[config.mk]
export PLATFORM = sky130hd
export DESIGN_NAME = serial_sum_collector
export DESIGN_NICKNAME = d
export VERILOG_FILES = /design/src/rtl/serial_adder_pkg.sv /design/src/rtl/bit_counter.sv /design/src/rtl/serial_sum_collector.sv
export SDC_FILE = /design/constraint.sdc
export NUM_CORES = 1
export LEC_CHECK = 0
export BUFFER_PORTS_ARGS = -buffer_cell sky130_fd_sc_hd__clkbuf_2
export CORE_MARGIN = 3
export CORE_UTILIZATION = 40
export CTS_CLUSTER_DIAMETER = 80
export DETAILED_ROUTE_END_ITERATION = 8
export HOLD_SLACK_MARGIN = 0.06
export RECOVER_POWER = 100
export SLEW_MARGIN = 30
export SYNTH_ARGS = -nofsm -noshare
export SYNTH_HDL_FRONTEND = slang
export SYNTH_SLANG_ARGS = --single-unit
[constraint.sdc]
create_clock -name clk -period 1.4 [get_ports clk]
set_input_delay 0.14 -clock clk [delete_from_list [all_inputs] [get_ports clk]]
set_output_delay 0.14 -clock clk [all_outputs]
set_load 0.005 [all_outputs]
[src/rtl/serial_adder_pkg.sv]
// Shared definitions for the serial adder datapath: controller state encoding,
// default operand width and the bit-counter width helper.
package serial_adder_pkg;

  localparam int unsigned DefaultWidth = 8;

  // 2-bit encoding shared with the adder's load/enable controller; 2'b11 is illegal.
  typedef enum logic [1:0] {
    ST_IDLE    = 2'b00,
    ST_COLLECT = 2'b01,
    ST_HOLD    = 2'b10
  } state_e;

  // Bits needed to count 0..w-1, never less than one.
  function automatic int unsigned cnt_width(input int unsigned w);
    int unsigned r;
    r = 1;
    for (int unsigned i = 1; i < 32; i++) begin
      if ((32'd1 << i) < w) r = i + 1;
    end
    return r;
  endfunction

endpackage

[src/rtl/bit_counter.sv]
// Frame bit counter with synchronous clear, increment and terminal-count flag.
module bit_counter
  import serial_adder_pkg::*;
#(
  parameter int unsigned  Width = DefaultWidth,
  localparam int unsigned CntW  = cnt_width(Width)
) (
  input  logic            clk,
  input  logic            Mrst,
  input  logic            clr,
  input  logic            inc,
  output logic [CntW-1:0] count,
  output logic            last
);

  logic [CntW-1:0] count_q, count_d;

  always_comb begin
    count_d = count_q;
    if (clr) begin
      count_d = '0;
    end else if (inc) begin
      count_d = count_q + CntW'(1);
    end
  end

  always_ff @(posedge clk or negedge Mrst) begin
    if (!Mrst) begin
      count_q <= '0;
    end else begin
      count_q <= count_d;
    end
  end

  assign count = count_q;
  assign last  = (count_q == CntW'(Width - 1));

endmodule

[src/rtl/serial_sum_collector.sv]
// Reassembles the LSB-first serial sum and final carry into a parallel result
// held under a valid/ack handshake.
module serial_sum_collector
  import serial_adder_pkg::*;
#(
  parameter int unsigned WIDTH = DefaultWidth
) (
  input  logic           clk,
  input  logic           Mrst,
  input  logic           start,
  input  logic           bit_in,
  input  logic           bit_valid,
  input  logic           carry_in,
  output logic [WIDTH:0] result,
  output logic           result_valid,
  input  logic           result_ack,
  output logic           busy,
  output logic           aborted
);

  localparam int unsigned CntW = cnt_width(WIDTH);

  state_e             state_q, state_d;
  logic [WIDTH-1:0]   sreg_q, sreg_d;
  logic [WIDTH:0]     result_q, result_d;
  logic               aborted_q, aborted_d;
  logic               cnt_clr, cnt_inc, cnt_last;
  logic [CntW-1:0]    cnt;
  logic               unused_sreg_lsb;
  logic               unused_cnt;

  bit_counter #(
    .Width (WIDTH)
  ) u_cnt (
    .clk   (clk),
    .Mrst  (Mrst),
    .clr   (cnt_clr),
    .inc   (cnt_inc),
    .count (cnt),
    .last  (cnt_last)
  );

  always_comb begin
    state_d   = state_q;
    sreg_d    = sreg_q;
    result_d  = result_q;
    aborted_d = 1'b0;
    cnt_clr   = 1'b0;
    cnt_inc   = 1'b0;
    case (state_q)
      ST_IDLE: begin
        if (start) begin
          cnt_clr = 1'b1;
          sreg_d  = '0;
          state_d = ST_COLLECT;
        end
      end
      ST_COLLECT: begin
        if (start) begin
          // Restart wins over a coincident bit.
          cnt_clr   = 1'b1;
          sreg_d    = '0;
          aborted_d = 1'b1;
        end else if (bit_valid) begin
          sreg_d = {bit_in, sreg_q[WIDTH-1:1]};
          if (cnt_last) begin
            result_d = {carry_in, bit_in, sreg_q[WIDTH-1:1]};
            cnt_clr  = 1'b1;
            state_d  = ST_HOLD;
          end else begin
            cnt_inc = 1'b1;
          end
        end
      end
      ST_HOLD: begin
        if (result_ack) begin
          if (start) begin
            cnt_clr = 1'b1;
            sreg_d  = '0;
            state_d = ST_COLLECT;
          end else begin
            state_d = ST_IDLE;
          end
        end
      end
      default: state_d = ST_IDLE;
    endcase
  end

  always_ff @(posedge clk or negedge Mrst) begin
    if (!Mrst) begin
      state_q   <= ST_IDLE;
      sreg_q    <= '0;
      result_q  <= '0;
      aborted_q <= 1'b0;
    end else begin
      state_q   <= state_d;
      sreg_q    <= sreg_d;
      result_q  <= result_d;
      aborted_q <= aborted_d;
    end
  end

  assign result       = result_q;
  assign result_valid = (state_q == ST_HOLD);
  assign busy         = (state_q == ST_COLLECT);
  assign aborted      = aborted_q;

  // The oldest bit is shifted out on the completing edge; count is for observation only.
  assign unused_sreg_lsb = sreg_q[0];
  assign unused_cnt      = ^cnt;

endmodule

==> impl_metrics.yaml <==
floorplanning:
  die-area_um2: 3150
  start_util_pct: 43.7
  coreArea_um2: 2300
  rows: 17
  dieWidth_um: 56.1
  io_pins: 19
  fp.dieH_um: 56.1
power_and_ir_drop:
  power.density_nw_per_um2: 861
  peakVddDrop_uv: 733
  seqPwrFrac_pct: 52.6
  power_leakage_nw: 0.668
  clock_power_share_pct: 39.6
  p_sw_share_pct: 21.0
  combPwrFrac_pct: 7.8
  switchingPower_uw: 258
  intPower_uw: 974
finish:
  fillers: 181
  fin_nets: 131
  area_growth_pct: 42.6
  final_area_um2: 1430
  mostFrequentLayoutCell: "dfrtp_1"
  final_cell_mix: "dfrtp_1 (22), clkbuf_2 (13), buf_4 (13)"
  antenna_cells: 0
  drive_above_1_share_pct: 45.5
hold_path:
  min_path_type: "in2reg"
timing:
  period_share_pct: 114
  setup_viol: 12
  final-hold-violation-count: 0
  rsz0062_at_grt: "true"
  finalClockSkew_ns: 0.00614
  worst_pin_slew_ns: 0.525
  slew_headroom_pct: 65.0
  fmax_mhz: 629
  timing.setup.tns_ns: -1.60
  setup_ws_ns: -0.191
  period_minus_slack_ns: 1.59
  slew_violations: 0
critical_path:
  critPathLaunchType: "register"
  r2r_end: "u_cnt.count[0]"
  arrival_ns: 1.82
  crit_required_ns: 1.62
  cp_top_family: "simple AND/OR/NAND/NOR gates"
  regToRegSetupSlack_ns: -0.19
  cp_num_buf_inv: 0
  crit_fanout: 4
  endpoint: "u_cnt.count[0]"
  crit_type: "reg2reg"
  cp_cell_sequence: "ha_2 > ha_4 > nand2b_4 > or3_1 > a211oi_2"
  worst_r2r_path_depth: 5
  cpPeakStageDelay_ns: 0.43
  endpoint_kind: "register"
  startpoint: "u_cnt.count[1]"
  timing.rr.start: "u_cnt.count[1]"
  cp.depth: 5
  crit_path_top_delay_cell: "dfrtp_1"
synth:
  postSynthAreaPerCell_um2: 12.0
  yosysSeqAreaShare_pct: 54.8
  synth_cells: 84
  syn-cell-area_um2: 1000
  ys_ff_latch: 22
  synthesis.nets: 93
  ys.warnings.count: 0
  yosys.cell_types.count: 23
grt:
  grt_pass1_wl_mm: 4.05
  grt.met3_usage_pct: 2.09
  use_met2_pct: 25.4
  antenna_found_initial: 0
  grt_max_degree: 23
  grt_pass1_vias: 823
  top_usage_layer: "met2"
  grt_use_total_pct: 16.5
  grt_overflow: 0
  met1_usage_pct: 22.9
clock_tree:
  cts.sinks: 22
  clk-insertion-delay-late_ns: 0.31
  clkTransAtPathRegs_ns: 0.12
  cts_max_path_buffers: 2
  h-tree-depth: 1
  cts_root_buffer: "clkbuf_4"
  cts_buffers: 3
  cts_tree: "done"
placement:
  pre_cts_slack_ns: -0.174
  dp_hpwl_mm: 1.54
  gp_congestion: 0.714
  place_area_um2: 1220
  io_buffers: 18
status:
  violations: "negative setup slack"
  status: "finished, violations left"
route:
  wl_mm: 2.49
  ant_nets: 0
  drc: 0
  drtPass1Iterations: 4
  drt_iter0_markers: 17
  vias_per_cell: 5.34
  via_count: 795
  routedWlPerCell_um: 16.7
flow_run:
  cap_violations: 0
[metal layers]
layer  up-vias  routed length, µm  part of all wire (%)
met2        21               1240                    50
met4         0                 46                   1.8
met1       394               1120                    45
met5         -                  0                     0
li1        376                  -                     -
met3         4                 78                   3.1
[worst reg2reg max path, cell delays in order (launching register included)]
cell and delay (ns):
dfrtp_1 0.43, ha_2 0.21, ha_4 0.18, nand2b_4 0.14, or3_1 0.36, a211oi_2 0.21
[worst min path at each step]
stage / from / end / slack (ns) / cells after the start
after floorplan: Mrst / aborted / -0.16 / 0
after global placement: Mrst / result[8] / 0.14 / 1
after detailed placement: Mrst / result[8] / 0.15 / 1
after CTS: carry_in / result[8] / 0.06 / 2
after global routing: bit_in / result[7] / 0.07 / 2
final: result_ack / state_q[1] / 0.09 / 3
[cell usage after synthesis]
cell,n,area [µm²]
a211oi_1,2,15.0
a211oi_2,1,12.5
a21boi_1,1,7.51
a21o_1,2,15.0
and2_0,1,6.26
and2_1,1,6.26
and3_1,1,6.26
clkbuf_1,5,18.8
dfrtp_1,22,551
ha_1,2,25.0
inv_1,8,30.0
mux2_1,9,101
nand2_1,1,3.75
nand2b_1,2,12.5
nand3_1,2,10.0
nand4b_1,7,61.3
nor2_4,1,11.3
nor2b_1,3,18.8
nor3b_1,1,7.51
o21ai_1,3,15.0
o31ai_1,7,52.6
or3_1,1,6.26
or3b_4,1,11.3
[through the flow]
step           power, mW  hold WS [ns]  utilization, %  instances
2_1_floorplan      0.698        -0.156               -         84
5_1_grt             1.29        0.0711            62.4        149
3_3_place_gp       0.739         0.144            53.1        136
4_1_cts             1.24        0.0640            59.5        143
3_5_place_dp       0.742         0.150            53.1        136
6_report            1.23        0.0896            62.4        149
[what timing repair did]
item	in CTS	in global routing
hold buffers	1	1
resized for setup	17	3
endpoints found under the setup margin	16	20
setup buffers	2	4
endpoints found under the hold margin	22	1
cloned	0	1
pin swaps	1	2
[logic make-up after synthesis]
| kind of cell | share of synthesized area [%] |
|---|---|
| simple gates | 16.1 |
| buf+inv | 4.86 |
| fa+ha+maj | 2.49 |
| compound gates | 11.7 |
| flops | 54.8 |
| mux | 10.1 |
[flip-flops by register name, indices dropped and copies added (netlist names)]
signal       cells
result           9
sreg_q           7
u_cnt.count      3
state_q          2
aborted          1
[power by group through the flow]
| stage | clock, mW | combinational [mW] | sequential, mW |
|---|---|---|---|
| CTS | 0.500 | 0.0896 | 0.648 |
| global route | 0.537 | 0.105 | 0.650 |
| floorplan | 0 | 0.0392 | 0.659 |
| global placement | 0 | 0.0796 | 0.660 |
| finish | 0.489 | 0.0960 | 0.648 |
| detailed placement | 0 | 0.0824 | 0.660 |
[layout make-up]
| cell class | instances | area [µm²] | area share [%] |
|---|---|---|---|
| clock inverters | 1 | 30.0 | 2.10 |
| inverters | 8 | 30.0 | 2.10 |
| multi-input cells | 49 | 484 | 33.8 |
| flip-flops and latches | 22 | 551 | 38.4 |
| clock buffers | 3 | 22.5 | 1.57 |
| repair buffers | 38 | 280 | 19.6 |
| well taps | 28 | 35.0 | 2.45 |
Note: power is estimated with default switching activity, not from simulation.
